==> config.mk <==
export PLATFORM = sky130hd
export DESIGN_NAME = imem_load_arbiter
export DESIGN_NICKNAME = d
export VERILOG_FILES = /design/src/rtl/imem_load_arbiter_pkg.sv /design/src/rtl/imem_load_arbiter_packer.sv /design/src/rtl/imem_load_arbiter.sv
export SDC_FILE = /design/constraint.sdc
export NUM_CORES = 1
export LEC_CHECK = 0
export BUFFER_PORTS_ARGS = -buffer_cell sky130_fd_sc_hd__clkbuf_2
export CAP_MARGIN = 5
export CORE_ASPECT_RATIO = 1.75
export CORE_MARGIN = 2
export CORE_UTILIZATION = 25
export DETAILED_ROUTE_END_ITERATION = 12
export PLACE_DENSITY = 0.49
export SLEW_MARGIN = 20
export SYNTH_ARGS = -nofsm -noshare
export SYNTH_HDL_FRONTEND = slang
export SYNTH_SLANG_ARGS = --single-unit
==> constraint.sdc <==
create_clock -name clock -period 2.4 [get_ports clock]
set_input_delay 0.24 -clock clock [delete_from_list [all_inputs] [get_ports clock]]
set_output_delay 0.24 -clock clock [all_outputs]
set_load 0.005 [all_outputs]
==> src/rtl/imem_load_arbiter_pkg.sv <==
// Shared definitions for the instruction-memory load arbiter.
//   arb_state_t          : arbiter modes (run, load, flush)
//   ISA_WIDTH            : default instruction word width
//   NOP                  : instruction presented to fetch while the CPU is held
//   DEFAULT_IDLE_TIMEOUT : default idle cycles that end a download
//   width_for            : bits needed to hold values 0..max_value
package imem_load_arbiter_pkg;

    typedef enum logic [1:0] {
        ST_RUN   = 2'd0,
        ST_LOAD  = 2'd1,
        ST_FLUSH = 2'd2
    } arb_state_t;

    localparam int          ISA_WIDTH            = 32;
    localparam logic [31:0] NOP                  = 32'h0000_0000;
    localparam int          DEFAULT_IDLE_TIMEOUT = 50000;

    function automatic int width_for(input int max_value);
        int w;
        w = $clog2(max_value + 1);
        return (w < 1) ? 1 : w;
    endfunction

endpackage

==> src/rtl/imem_load_arbiter_packer.sv <==
// Assembles a little-endian instruction word from a UART byte stream.
// Ports:
//   clock, reset   : system clock, asynchronous active-high reset
//   clear          : synchronous clear of the byte counter
//   enable         : bytes are accepted only while high
//   byte_valid     : strobe, byte_data valid this cycle
//   byte_data      : received byte
//   word           : assembled word (valid while word_valid)
//   word_valid     : high for the one cycle after the last byte of a word
//   complete_next  : the byte taken this cycle completes a word
//   partial_next   : after this edge the counter holds an incomplete word
module byte_word_packer
    import imem_load_arbiter_pkg::*;
#(
    parameter int ISA_WIDTH = imem_load_arbiter_pkg::ISA_WIDTH
) (
    input  logic                 clock,
    input  logic                 reset,
    input  logic                 clear,
    input  logic                 enable,
    input  logic                 byte_valid,
    input  logic [7:0]           byte_data,
    output logic [ISA_WIDTH-1:0] word,
    output logic                 word_valid,
    output logic                 complete_next,
    output logic                 partial_next
);

    localparam int BPW = ISA_WIDTH / 8;
    localparam int CW  = width_for(BPW);

    logic [CW-1:0] count;
    logic [CW-1:0] base;
    logic [CW-1:0] count_next;
    logic          take;

    // count == BPW marks the write cycle; the counter restarts from zero
    // on the following edge, so a byte arriving then starts the next word.
    always_comb begin
        base       = (count == CW'(BPW)) ? '0 : count;
        take       = enable && byte_valid;
        count_next = take ? base + 1'b1 : base;
    end

    assign word_valid    = (count == CW'(BPW));
    assign complete_next = take && (count_next == CW'(BPW));
    assign partial_next  = (count_next != '0) && (count_next != CW'(BPW));

    always_ff @(posedge clock or posedge reset) begin
        if (reset) begin
            count <= '0;
            word  <= '0;
        end else if (clear) begin
            count <= '0;
        end else begin
            count <= count_next;
            if (take) begin
                word[int'(base) * 8 +: 8] <= byte_data;
            end
        end
    end

endmodule

==> src/rtl/imem_load_arbiter.sv <==
// Owns the single port of the instruction memory and shares it between
// CPU fetch and a UART program download, holding the CPU in reset while
// a new program is loaded and flushing the read path before release.
// Ports:
//   clock, reset          : system clock, asynchronous active-high reset
//   fetch_addr/fetch_instr: CPU fetch word address and returned instruction
//   upg_start/upg_end     : download start/end pulses
//   byte_valid/byte_data  : UART byte stream
//   mem_addr/mem_we/mem_wdata/mem_rdata : memory port (1-cycle read latency)
//   cpu_hold              : holds the CPU in reset
//   load_done/load_err    : sticky load status (clean end / partial word)
//   word_count            : words written by the last load
module imem_load_arbiter
#(
    parameter int ADDR_WIDTH   = 14,
    parameter int ISA_WIDTH    = imem_load_arbiter_pkg::ISA_WIDTH,
    parameter int IDLE_TIMEOUT = imem_load_arbiter_pkg::DEFAULT_IDLE_TIMEOUT
) (
    input  logic                  clock,
    input  logic                  reset,
    input  logic [ADDR_WIDTH-1:0] fetch_addr,
    output logic [ISA_WIDTH-1:0]  fetch_instr,
    input  logic                  upg_start,
    input  logic                  upg_end,
    input  logic                  byte_valid,
    input  logic [7:0]            byte_data,
    output logic [ADDR_WIDTH-1:0] mem_addr,
    output logic                  mem_we,
    output logic [ISA_WIDTH-1:0]  mem_wdata,
    input  logic [ISA_WIDTH-1:0]  mem_rdata,
    output logic                  cpu_hold,
    output logic                  load_done,
    output logic                  load_err,
    output logic [ADDR_WIDTH:0]   word_count
);

    import imem_load_arbiter_pkg::*;

    localparam int            IW       = width_for(IDLE_TIMEOUT);
    localparam logic [IW-1:0] IDLE_MAX = IW'(IDLE_TIMEOUT - 1);

    arb_state_t            state;
    arb_state_t            state_next;
    logic                  flush_cnt;
    logic [ADDR_WIDTH-1:0] addr_cnt;
    logic [IW-1:0]         idle_cnt;
    logic                  exit_pending;

    logic                  in_load;
    logic                  last_write;
    logic                  byte_en;
    logic                  timeout;
    logic                  exit_req;
    logic                  start_load;
    logic                  go_flush;
    logic                  set_pending;

    logic [ISA_WIDTH-1:0]  word;
    logic                  word_valid;
    logic                  complete_next;
    logic                  partial_next;

    assign in_load    = (state == ST_LOAD);
    assign last_write = word_valid && (addr_cnt == '1);
    // Bytes stop being accepted once an exit is decided (pending write
    // cycle or final write into the last address).
    assign byte_en    = in_load && !exit_pending && !last_write;
    assign timeout    = (idle_cnt == IDLE_MAX) && (word_count != '0);
    assign exit_req   = upg_end || timeout || exit_pending;
    assign mem_wdata  = word;

    byte_word_packer #(
        .ISA_WIDTH (ISA_WIDTH)
    ) u_packer (
        .clock         (clock),
        .reset         (reset),
        .clear         (!in_load),
        .enable        (byte_en),
        .byte_valid    (byte_valid),
        .byte_data     (byte_data),
        .word          (word),
        .word_valid    (word_valid),
        .complete_next (complete_next),
        .partial_next  (partial_next)
    );

    always_comb begin
        state_next  = state;
        mem_addr    = fetch_addr;
        fetch_instr = ISA_WIDTH'(NOP);
        mem_we      = 1'b0;
        cpu_hold    = 1'b0;
        start_load  = 1'b0;
        go_flush    = 1'b0;
        set_pending = 1'b0;
        case (state)
            ST_RUN: begin
                fetch_instr = mem_rdata;
                if (upg_start) begin
                    state_next = ST_LOAD;
                    start_load = 1'b1;
                end
            end
            ST_LOAD: begin
                cpu_hold = 1'b1;
                mem_addr = addr_cnt;
                mem_we   = word_valid;
                if (last_write) begin
                    go_flush = 1'b1;
                end else if (exit_req) begin
                    // A byte completing a word alongside the exit request
                    // gets its write cycle before leaving.
                    if (complete_next) begin
                        set_pending = 1'b1;
                    end else begin
                        go_flush = 1'b1;
                    end
                end
                if (go_flush) begin
                    state_next = ST_FLUSH;
                end
            end
            ST_FLUSH: begin
                cpu_hold = 1'b1;
                mem_addr = '0;
                if (flush_cnt) begin
                    state_next = ST_RUN;
                end
            end
            default: begin
                state_next = ST_RUN;
            end
        endcase
    end

    always_ff @(posedge clock or posedge reset) begin
        if (reset) begin
            state        <= ST_RUN;
            flush_cnt    <= 1'b0;
            addr_cnt     <= '0;
            word_count   <= '0;
            idle_cnt     <= '0;
            exit_pending <= 1'b0;
            load_done    <= 1'b0;
            load_err     <= 1'b0;
        end else begin
            state     <= state_next;
            flush_cnt <= (state == ST_FLUSH) && !flush_cnt;
            if (start_load) begin
                addr_cnt     <= '0;
                word_count   <= '0;
                idle_cnt     <= '0;
                exit_pending <= 1'b0;
                load_done    <= 1'b0;
                load_err     <= 1'b0;
            end else if (in_load) begin
                if (word_valid) begin
                    addr_cnt   <= addr_cnt + 1'b1;
                    word_count <= word_count + 1'b1;
                end
                if (byte_valid) begin
                    idle_cnt <= '0;
                end else if (idle_cnt != IDLE_MAX) begin
                    idle_cnt <= idle_cnt + 1'b1;
                end
                if (set_pending) begin
                    exit_pending <= 1'b1;
                end
                if (go_flush) begin
                    exit_pending <= 1'b0;
                    load_err     <= partial_next;
                    load_done    <= !partial_next;
                end
            end
        end
    end

endmodule

==> flow_summary.json <==
{
  "die_w_um": 108.7,
  "fp-row-count": 67,
  "outcome": "complete, no violations",
  "hold_path_depth": 3,
  "chipHeight_um": 187.2,
  "fin_ws_ps": 144.0,
  "clock_skew_ps": 9.730,
  "rsz0062_at_grt": "no",
  "worst-setup-path-type": "reg -> reg",
  "drc": 0,
  "wl_per_cell_um": 14.27,
  "cts_sinks": 86,
  "startpoint_type": "register",
  "rr_worst_depth": 7,
  "rr_endpoint": "load_err$_DFFE_PP0P_",
  "fin_cells": 966,
  "initial_core_util": 0.2531,
  "ys_seq_elements": 86,
  "dr.pass1.iters": 4,
  "drive_above_1_share": 0.2855,
  "die-area_um2": 20350,
  "grt_max_degree": 42,
  "final.setup.tns_ps": 0,
  "cts_tree": "done",
  "rrSetupSlack_ps": 140,
  "vdd_drop_max_uv": 418.6,
  "synth_edf_count": 0,
  "ant_nets": 0,
  "r2r_start": "u_packer.count[0]$_DFF_PP0_",
  "crit_required_ps": 2630,
  "hpwl_um": 10910,
  "htreeDepth": 3,
  "synth_seq_area_share": 0.4489,
  "wirelength_um": 13790,
  "core_area_um2": 18950,
  "setup_viol": 0,
  "min_period_ps": 2256,
  "postSynthNetCount": 630,
  "grt_pass1_vias": 4323,
  "worstSetupEndpointType": "register",
  "endpoint": "load_err$_DFFE_PP0P_",
  "drtIter0Drc": 119,
  "layout_commonest_cell": "clkbuf_2",
  "power_leakage_nw": 3.038,
  "critPathArrivalTime_ps": 2480,
  "yosysWarnings": 0,
  "grt_usage": 0.1381,
  "n_antenna_cell": 0,
  "fill_cells": 2041,
  "clk_pin_slew_worst_paths_ps": 70,
  "clock_latency_ps": 340,
  "synth-async-reset-ratio": 1.000,
  "antenna_found_initial": 0,
  "vias": 4453,
  "cp-startpoint": "u_packer.count[0]$_DFF_PP0_",
  "area_delta_synth_final_pct": 31.05,
  "hold_viol_final": 0,
  "io_buffer_count": 155,
  "cp_max_fo": 7,
  "period_share": 0.9400,
  "synth_flop_cell": "dfrtp_1",
  "avgSynthCellArea_um2": 8.623,
  "yosys.cell_types.count": 47,
  "hp-class": "in -> reg",
  "dp.cells": 949,
  "syn_area_um2": 4795,
  "powerDensity_nw_per_um2": 802.7,
  "syn_inst": 556,
  "final_cell_mix": "clkbuf_2 (155), nand2_1 (93), dfrtp_1 (86), o21ai_0 (60), nor2_1 (47)",
  "numCtsBuffers": 9,
  "cap_violations": 0,
  "relSlewSlack": 0.6720,
  "maxSlewViolCount": 0,
  "globalplace.congestion": 0.8138,
  "io_pins": 156,
  "via_per_inst": 4.610,
  "cts-root-buf": "clkbuf_16",
  "tightest_slew_ps": 490.6,
  "nets": 794,
  "overflow": 0,
  "clk_path_buf_depth": 2,
  "pre_cts_ws_ps": 149.1,
  "fmax_mhz": 443.3,
  "grt_pass1_wl_um": 21980
}
routing by layer:
metal | track usage | vias up | share of wire
li1 | - | 2208 | -
met1 | 0.1458 | 2083 | 0.37
met2 | 0.2661 | 147 | 0.55
met3 | 0.02056 | 15 | 0.053
met4 | 0.05128 | 0 | 0.020
met5 | 0 | - | 0
stage by stage:
stage	hold slack [ps]	util	area (um2)	total power [mW]
after floorplan	376.0	-	4798	2.733
after global placement	259.0	0.3136	5942	3.540
after detailed placement	259.0	0.3136	5942	3.543
after CTS	176.7	0.3315	6280	5.131
after global routing	195.8	0.3317	6284	5.409
final	182.1	0.3317	6284	5.044
registers in the layout, summed over array words and instances (netlist names):
name,flops
load_done,1
idle_cnt,16
load_err,1
u_packer.count,3
word_count,15
u_packer.word,32
flush_cnt,1
addr_cnt,14
state,2
exit_pending,1
cell usage after synthesis (13+ instances only):
library cell	instances	share of area
a21oi_1	17	0.018
xnor2_1	18	0.033
xor2_1	13	0.024
ha_1	15	0.039
nand3_1	24	0.025
clkbuf_1	16	0.013
nor2_1	47	0.037
and2_1	36	0.047
o21ai_0	60	0.063
inv_1	30	0.023
dfrtp_1	86	0.45
nand2_1	93	0.073
report_power, final:
| group | internal [mW] | switching, mW | total (mW) |
|---|---|---|---|
| logic | 0.761 | 1.05 | 1.81 |
| clock network | 0.930 | 0.638 | 1.57 |
| registers | 1.58 | 0.0895 | 1.67 |
timing repair:
item | 4_1_cts | 5_1_grt
gates resized for setup | 0 | 2
hold buffers | 1 | 0
hold endpoints to repair | 13 | 0
buffers inserted | 0 | 0
endpoints found under the setup margin | 0 | 11
cells by family (layout without fill, tap and decap cells):
logic type               Yosys count  after routing  synth area share
AND/OR/NAND/NOR                  269            269            0.2821
multiplexers                       2              2          0.004176
adder cells (fa/ha/maj)           15             15           0.03914
flip-flops                        86             86            0.4489
buffers and inverters             56            225           0.05350
AO/OA/AOI/OAI                     97             97            0.1156
XOR/XNOR                          31             31           0.05663
how the worst min path moves through the flow:
stage	start	endpoint	slack, ps
global route	byte_data[2]	u_packer.word[10]$_DFFE_PP0P_	200
finish	byte_data[3]	u_packer.word[11]$_DFFE_PP0P_	180
CTS	byte_data[3]	u_packer.word[11]$_DFFE_PP0P_	180
detailed placement	reset	idle_cnt[6]$_DFFE_PP0P_	260
global placement	reset	idle_cnt[3]$_DFFE_PP0P_	260
floorplan	byte_data[0]	u_packer.word[0]$_DFFE_PP0P_	380
worst max-delay path: stages (launching register included):
cell	delay [ps]
dfrtp_1	370
inv_1	120
ha_2	220
nand4_1	100
or4_4	570
o211a_2	190
or3_1	380
and3b_1	190
cell type report:
cell class	count	area [um2]	area share
inverters	30	116.4	0.01852
multi-input cells	414	2390	0.3803
well taps	241	301.5	0.04799
clock inverters	7	102.6	0.01633
clock buffers	9	225.2	0.03584
repair buffers	179	996.0	0.1585
flip-flops and latches	86	2152	0.3425
No activity file was read; power rests on OpenSTA's default activity.
